File: config.mk
export PLATFORM = sky130hd
export DESIGN_NAME = mem_bus_arbiter_flat
export DESIGN_NICKNAME = d
export VERILOG_FILES = /design/src/rtl/mem_bus_arbiter_if.sv /design/src/rtl/mem_bus_arbiter.sv /design/src/flat_wrapper.sv
export SDC_FILE = /design/constraint.sdc
export NUM_CORES = 1
export LEC_CHECK = 0
export CORE_MARGIN = 2
export CORE_UTILIZATION = 37
export CTS_BUF_LIST = sky130_fd_sc_hd__clkbuf_2
export DETAILED_ROUTE_END_ITERATION = 7
export PLACE_DENSITY = 0.79
export SYNTH_ARGS = -nofsm -noshare
export SYNTH_HDL_FRONTEND = slang
export SYNTH_SLANG_ARGS = --single-unit
File: constraint.sdc
create_clock -name clk -period 1.9 [get_ports clk]
set_input_delay 0.19 -clock clk [delete_from_list [all_inputs] [get_ports clk]]
set_output_delay 0.19 -clock clk [all_outputs]
set_load 0.03 [all_outputs]
File: src/rtl/mem_bus_arbiter_if.sv
// Bus bundle between the two requesters and the memory arbiter.
// The master modport is the requester side; the slave modport is the arbiter.
interface mem_bus_arbiter_if;
  logic [1:0]  req;
  logic [19:0] addr0;
  logic [19:0] addr1;
  logic        we0;
  logic        we1;
  logic [1:0]  gnt;
  logic [1:0]  ack;
  logic [19:0] bus_addr;
  logic        bus_we;
  logic        cs_rom;
  logic        cs_vr;
  logic [3:0]  cs_ram;
  logic        busy;

  modport master (
    output req, addr0, addr1, we0, we1,
    input  gnt, ack, bus_addr, bus_we, cs_rom, cs_vr, cs_ram, busy
  );

  modport slave (
    input  req, addr0, addr1, we0, we1,
    output gnt, ack, bus_addr, bus_we, cs_rom, cs_vr, cs_ram, busy
  );
endinterface

File: src/rtl/mem_bus_arbiter.sv
// Two-master round-robin arbiter and access sequencer for the 1 MiB space.
// Latches the winner's address, drives the region chip select and holds it
// for the region's wait states, then pulses ack for one cycle.
module mem_bus_arbiter #(
  parameter int ROM_WAIT = 2,
  parameter int RAM_WAIT = 1,
  parameter int VR_WAIT  = 0
) (
  input  logic                  clk,
  input  logic                  rst,
  mem_bus_arbiter_if.slave      bus
);

  localparam int MAX_RV = (ROM_WAIT > RAM_WAIT) ? ROM_WAIT : RAM_WAIT;
  localparam int MAX_W  = (MAX_RV > VR_WAIT) ? MAX_RV : VR_WAIT;
  localparam int CNT_W  = (MAX_W < 1) ? 1 : $clog2(MAX_W + 1);

  typedef enum logic {IDLE = 1'b0, ACCESS = 1'b1} state_t;

  state_t             state_q, state_d;
  logic [CNT_W-1:0]   cnt_q, cnt_d;
  logic               win_q, win_d;
  logic               last_q, last_d;
  logic [19:0]        addr_q, addr_d;
  logic               we_q, we_d;
  logic               win_sel;
  logic [1:0]         gnt_oh;

  function automatic logic is_rom(input logic [19:0] a);
    return (a < 20'h04000);
  endfunction

  function automatic logic is_vr(input logic [19:0] a);
    return (a >= 20'hF0000);
  endfunction

  function automatic logic [CNT_W-1:0] wait_for(input logic [19:0] a);
    if (is_rom(a))     return CNT_W'(ROM_WAIT);
    else if (is_vr(a)) return CNT_W'(VR_WAIT);
    else               return CNT_W'(RAM_WAIT);
  endfunction

  // State register: control state is reset, an in-flight access is dropped.
  always_ff @(posedge clk) begin
    if (rst) begin
      state_q <= IDLE;
      cnt_q   <= '0;
      win_q   <= 1'b0;
      last_q  <= 1'b1;
    end else begin
      state_q <= state_d;
      cnt_q   <= cnt_d;
      win_q   <= win_d;
      last_q  <= last_d;
    end
  end

  // Latched access data; outputs are gated by state so no reset is needed.
  always_ff @(posedge clk) begin
    addr_q <= addr_d;
    we_q   <= we_d;
  end

  // Next-state logic: arbitrate in IDLE, count down wait states in ACCESS.
  always_comb begin
    state_d = state_q;
    cnt_d   = cnt_q;
    win_d   = win_q;
    last_d  = last_q;
    addr_d  = addr_q;
    we_d    = we_q;
    win_sel = 1'b0;
    unique case (state_q)
      IDLE: begin
        if (bus.req != 2'b00) begin
          // With both pending, the master not served last wins.
          if (bus.req == 2'b01)      win_sel = 1'b0;
          else if (bus.req == 2'b10) win_sel = 1'b1;
          else                       win_sel = ~last_q;
          addr_d  = win_sel ? bus.addr1 : bus.addr0;
          we_d    = win_sel ? bus.we1   : bus.we0;
          cnt_d   = wait_for(win_sel ? bus.addr1 : bus.addr0);
          win_d   = win_sel;
          last_d  = win_sel;
          state_d = ACCESS;
        end
      end
      ACCESS: begin
        if (cnt_q != '0) cnt_d = cnt_q - 1'b1;
        else             state_d = IDLE;
      end
      default: state_d = IDLE;
    endcase
  end

  // Output decode from registered state and latched address only.
  always_comb begin
    gnt_oh       = 2'b00;
    bus.gnt      = 2'b00;
    bus.ack      = 2'b00;
    bus.bus_addr = 20'h00000;
    bus.bus_we   = 1'b0;
    bus.cs_rom   = 1'b0;
    bus.cs_vr    = 1'b0;
    bus.cs_ram   = 4'b0000;
    bus.busy     = 1'b0;
    if (state_q == ACCESS) begin
      gnt_oh       = win_q ? 2'b10 : 2'b01;
      bus.gnt      = gnt_oh;
      bus.ack      = (cnt_q == '0) ? gnt_oh : 2'b00;
      bus.bus_addr = addr_q;
      bus.bus_we   = we_q;
      bus.busy     = 1'b1;
      if (is_rom(addr_q))     bus.cs_rom = 1'b1;
      else if (is_vr(addr_q)) bus.cs_vr  = 1'b1;
      else                    bus.cs_ram = 4'b0001 << addr_q[19:18];
    end
  end

endmodule

File: src/flat_wrapper.sv
// flat-port wrapper written by rule: the top's interface ports become plain ports
module mem_bus_arbiter_flat 
#(
  parameter int ROM_WAIT = 2,
  parameter int RAM_WAIT = 1,
  parameter int VR_WAIT  = 0
)
  (clk, rst, bus_req, bus_addr0, bus_addr1, bus_we0, bus_we1, bus_gnt, bus_ack, bus_bus_addr, bus_bus_we, bus_cs_rom, bus_cs_vr, bus_cs_ram, bus_busy);
  mem_bus_arbiter_if bus_i ();
  input  logic clk;
  input  logic rst;
  input wire logic [$bits(bus_i.req)-1:0] bus_req;
  input wire logic [$bits(bus_i.addr0)-1:0] bus_addr0;
  input wire logic [$bits(bus_i.addr1)-1:0] bus_addr1;
  input wire logic [$bits(bus_i.we0)-1:0] bus_we0;
  input wire logic [$bits(bus_i.we1)-1:0] bus_we1;
  output wire logic [$bits(bus_i.gnt)-1:0] bus_gnt;
  output wire logic [$bits(bus_i.ack)-1:0] bus_ack;
  output wire logic [$bits(bus_i.bus_addr)-1:0] bus_bus_addr;
  output wire logic [$bits(bus_i.bus_we)-1:0] bus_bus_we;
  output wire logic [$bits(bus_i.cs_rom)-1:0] bus_cs_rom;
  output wire logic [$bits(bus_i.cs_vr)-1:0] bus_cs_vr;
  output wire logic [$bits(bus_i.cs_ram)-1:0] bus_cs_ram;
  output wire logic [$bits(bus_i.busy)-1:0] bus_busy;
  assign bus_i.req = bus_req;
  assign bus_i.addr0 = bus_addr0;
  assign bus_i.addr1 = bus_addr1;
  assign bus_i.we0 = bus_we0;
  assign bus_i.we1 = bus_we1;
  assign bus_gnt = bus_i.gnt;
  assign bus_ack = bus_i.ack;
  assign bus_bus_addr = bus_i.bus_addr;
  assign bus_bus_we = bus_i.bus_we;
  assign bus_cs_rom = bus_i.cs_rom;
  assign bus_cs_vr = bus_i.cs_vr;
  assign bus_cs_ram = bus_i.cs_ram;
  assign bus_busy = bus_i.busy;
  mem_bus_arbiter #(.ROM_WAIT(ROM_WAIT), .RAM_WAIT(RAM_WAIT), .VR_WAIT(VR_WAIT)) u_core (.clk(clk), .rst(rst), .bus(bus_i));
endmodule
==> metrics.txt <==
# TYPE chip_impl_metric gauge
chip_impl_info{name="synth_top_area_cell",value="sky130_fd_sc_hd__edfxtp_1"} 1
chip_impl_metric{name="static_leak",unit="nW"} 0.9537
chip_impl_metric{name="clk_pin_slew_worst_paths",unit="ns"} 0.25
chip_impl_metric{name="portion_of_the_post_synthesis_area_used_by_sequential_elements",unit="%"} 48.63
chip_impl_metric{name="post_drt_wl_per_cell",unit="um"} 13.41
chip_impl_metric{name="h_tree_lvls",unit=""} 1
chip_impl_metric{name="min_path_cells",unit=""} 2
chip_impl_info{name="path_delay_family",value="simple AND/OR/NAND/NOR gates"} 1
chip_impl_metric{name="clk-insertion-delay-late",unit="ns"} 0.36
chip_impl_info{name="synthFlopType",value="sky130_fd_sc_hd__edfxtp_1"} 1
chip_impl_metric{name="crit_required",unit="ns"} 2.20
chip_impl_metric{name="drt-vias-per-instance",unit=""} 4.736
chip_impl_metric{name="postSynthNetCount",unit=""} 185
chip_impl_metric{name="dieArea",unit="sq um"} 4587
chip_impl_metric{name="cell_internal_pwr",unit="mW"} 1.055
chip_impl_metric{name="finish.cell_count_without_fillers",unit=""} 269
chip_impl_metric{name="antenna-diode-count",unit=""} 0
chip_impl_metric{name="yosys_warnings",unit=""} 0
chip_impl_metric{name="synth.cell_area",unit="sq um"} 1503
chip_impl_metric{name="powerDensity",unit="nW/um^2"} 687.3
chip_impl_metric{name="synth_edf_count",unit=""} 21
chip_impl_metric{name="arrival",unit="ns"} 2.11
chip_impl_info{name="synthMostInstantiatedCell",value="sky130_fd_sc_hd__and2_1"} 1
chip_impl_metric{name="asyncSetResetFlopFracSynth",unit="%"} 0
chip_impl_metric{name="multiInputGateArea",unit="sq um"} 725.7
chip_impl_metric{name="power.share.switching",unit="%"} 33.68
chip_impl_metric{name="totalWireLength",unit="um"} 3608
chip_impl_info{name="min_path_type",value="in -> reg"} 1
chip_impl_metric{name="placed_cells_incl_taps",unit=""} 265
chip_impl_info{name="critical_path.startpoint_type",value="primary input"} 1
chip_impl_metric{name="syn_to_final_growth",unit="%"} 54.04
chip_impl_metric{name="cts.sink_count",unit=""} 26
chip_impl_metric{name="max_slew.worst_pin.slew",unit="ns"} 1.034
chip_impl_metric{name="worst-r2r-setup-slack",unit="ns"} 0.20
chip_impl_metric{name="finalHoldViolations",unit=""} 0
chip_impl_info{name="holdCritStartpoint",value="bus_addr1[0]"} 1
chip_impl_metric{name="sequentialPowerShare",unit="%"} 46.5
chip_impl_info{name="synth_top_cells_by_area",value="sky130_fd_sc_hd__edfxtp_1, sky130_fd_sc_hd__mux2_2, sky130_fd_sc_hd__and2_1"} 1
chip_impl_metric{name="post_route_drc",unit=""} 0
chip_impl_metric{name="placementRows",unit=""} 23
chip_impl_metric{name="post_synth_num_cell_types",unit=""} 30
chip_impl_metric{name="grt_first_pass_wirelength",unit="um"} 5388
chip_impl_metric{name="numPortBuffers",unit=""} 77
chip_impl_info{name="worstHoldEndpoint",value="u_core.addr_q[0]"} 1
chip_impl_metric{name="r2r.worst_path.cells",unit=""} 4
chip_impl_metric{name="hold_ws",unit="ns"} 0.4886
chip_impl_metric{name="syn_area_per_cell",unit="sq um"} 10.89
chip_impl_metric{name="postSynthRegisterBits",unit=""} 26
chip_impl_metric{name="placeableCoreArea",unit="sq um"} 3943
chip_impl_info{name="r2r-start",value="u_core.last_q"} 1
chip_impl_metric{name="clock_path_buffers",unit=""} 2
chip_impl_info{name="cts_root_buf",value="sky130_fd_sc_hd__clkbuf_2"} 1
chip_impl_metric{name="detailroute.via_count",unit=""} 1274
chip_impl_metric{name="nNetsFinal",unit=""} 267
chip_impl_info{name="worst_path_slowest_cell",value="sky130_fd_sc_hd__or4_4"} 1
chip_impl_metric{name="crit_path_max_incr_delay",unit="ns"} 0.55
chip_impl_metric{name="nFillCells",unit=""} 333
chip_impl_info{name="crit_path_end_kind",value="register"} 1
chip_impl_metric{name="min_period",unit="ns"} 1.816
chip_impl_metric{name="drive_above_1_share",unit="%"} 31.05
chip_impl_info{name="synth.cells.most_frequent",value="sky130_fd_sc_hd__and2_1, sky130_fd_sc_hd__edfxtp_1, sky130_fd_sc_hd__mux2_2, sky130_fd_sc_hd__nor2_1, sky130_fd_sc_hd__nor2b_1"} 1
chip_impl_metric{name="fmax",unit="GHz"} 0.5506
chip_impl_metric{name="maxSlewHeadroom",unit="%"} 31.00
chip_impl_metric{name="drt-initial-drc-count",unit=""} 18
chip_impl_metric{name="post_cts_setup_driven_buffer_insertion_count",unit=""} 0
chip_impl_info{name="timing_worst_setup_path_type",value="in -> reg"} 1
chip_impl_metric{name="final.setup.tns",unit="ns"} 0
chip_impl_metric{name="max-cap-violations",unit=""} 0
chip_impl_metric{name="ctsResizeCount",unit=""} 0
chip_impl_metric{name="grt_start_max_net_pins",unit=""} 36
chip_impl_metric{name="drv_slew",unit=""} 0
chip_impl_info{name="outcome",value="completed"} 1
chip_impl_metric{name="cp.buffers_inverters",unit=""} 1
chip_impl_metric{name="worst_ir_drop_vdd",unit="uV"} 297.0
chip_impl_metric{name="netlist_instances",unit=""} 138
chip_impl_metric{name="first_pass_iters",unit=""} 4
chip_impl_info{name="cts_tree",value="yes"} 1
chip_impl_metric{name="grt_pass1_vias",unit=""} 1157
chip_impl_metric{name="dieHeight",unit="um"} 67.73
chip_impl_metric{name="die-width",unit="um"} 67.73
chip_impl_metric{name="place_congestion",unit=""} 0.7336
chip_impl_metric{name="global_route_overflow",unit=""} 0
chip_impl_metric{name="final.period_utilization",unit="%"} 95.58
chip_impl_metric{name="half_perimeter_wire_length_of_the_detailed_placement_result",unit="um"} 2743
chip_impl_metric{name="tritoncts_buffer_count",unit=""} 3
chip_impl_metric{name="grt_util_all_layers",unit="%"} 15.61
chip_impl_metric{name="netlist.area_leader.share",unit="%"} 41.97
chip_impl_info{name="critical_r2r_capture",value="u_core.cnt_q[0]"} 1
chip_impl_metric{name="power.share.combinational",unit="%"} 39.9
chip_impl_info{name="worst_path_cell_trace",value="clkdlybuf4s50_1, nand2b_1, a21o_1, mux2_4, or4_4, a31o_1"} 1
chip_impl_metric{name="share_clk_of_total_power",unit="%"} 13.5
chip_impl_metric{name="ant_nets",unit=""} 0
chip_impl_metric{name="finalClockSkew",unit="ns"} 0.003171
chip_impl_metric{name="grt_antenna_before_repair",unit=""} 0
chip_impl_metric{name="timing.critical_path.fanout_max",unit=""} 4
chip_impl_metric{name="initial_core_util",unit="%"} 38.11
chip_impl_metric{name="cts-hold-fix-buffers",unit=""} 0
chip_impl_metric{name="setup_viol",unit=""} 0
chip_impl_metric{name="ioPinCount",unit=""} 78
chip_impl_metric{name="area.sequential",unit="sq um"} 730.7
chip_impl_metric{name="p_sw",unit="uW"} 535.9
==> state kept, by name, indices dropped and copies added (netlist names) <==
| register | cells |
|---|---|
| u_core.win_q | 1 |
| u_core.we_q | 1 |
| u_core.addr_q | 20 |
| u_core.last_q | 1 |
| u_core.state_q | 1 |
| u_core.cnt_q | 2 |
==> stage by stage <==
stage	power, mW	utilization, %	cell area, sq um	setup WS [ns]
final	1.591	58.71	2315	0.08395
after global placement	1.373	57.85	2281	-0.2815
after detailed placement	1.384	57.85	2281	-0.3393
after CTS	1.597	58.33	2300	0.01059
after global routing	1.675	58.71	2315	-0.002369
after floorplan	1.125	-	1514	0.01438
==> routing by layer <==
metal  wire, um  global-route usage [%]
met3        152                   2.333
met2       1861                   24.88
met5          0                       0
met4         80                   6.633
met1       1514                   21.03
==> power by group through the flow <==
stage,Combinational (mW),Clock (mW),Sequential (mW)
after floorplan,0.377,0,0.748
after global placement,0.626,0,0.747
after detailed placement,0.634,0,0.750
after CTS,0.636,0.225,0.737
after global routing,0.684,0.243,0.748
final,0.635,0.216,0.741
==> final cells by class <==
cell class / count / area share, %
sequential: 26 / 31.57
clock buffer: 3 / 0.6486
clock inverter: 1 / 0.1622
inverter: 6 / 0.9730
tap: 50 / 2.703
multi-input combinational: 98 / 31.35
timing repair buffer: 85 / 32.59
==> cell families after synthesis <==
logic type | Yosys count | share of synthesized area, %
flops | 26 | 48.63
compound gates | 23 | 10.99
simple gates | 56 | 21.07
buf+inv | 14 | 4.579
fa+ha+maj | 1 | 0.8325
mux | 18 | 13.91
==> worst max-delay path by stage <==
stage	start	end	cells after the start
final	bus_req[1]	u_core.cnt_q[0]	6
after global routing	u_core.state_q	bus_cs_ram[3]	5
after CTS	u_core.state_q	bus_cs_ram[3]	5
after detailed placement	bus_req[1]	u_core.cnt_q[0]	7
after global placement	bus_req[0]	u_core.cnt_q[0]	6
after floorplan	u_core.state_q	bus_cs_ram[2]	3
==> layout by cell type (no fill, tap or decap), drive strengths merged, types with 2 or more instances in the layout <==
master | Yosys | routed
nor2b | 8 | 8
a211oi | 6 | 6
dfxtp | 5 | 5
and3 | 3 | 3
clkdlybuf4s50 | 0 | 45
and2 | 23 | 23
o22ai | 2 | 2
nand2 | 4 | 4
buf | 3 | 40
inv | 6 | 6
edfxtp | 21 | 21
nor2 | 12 | 12
clkbuf | 5 | 3
a21oi | 6 | 6
nand2b | 2 | 2
mux2 | 17 | 17
a22o | 4 | 4
Power figures use the tool's default switching activity.
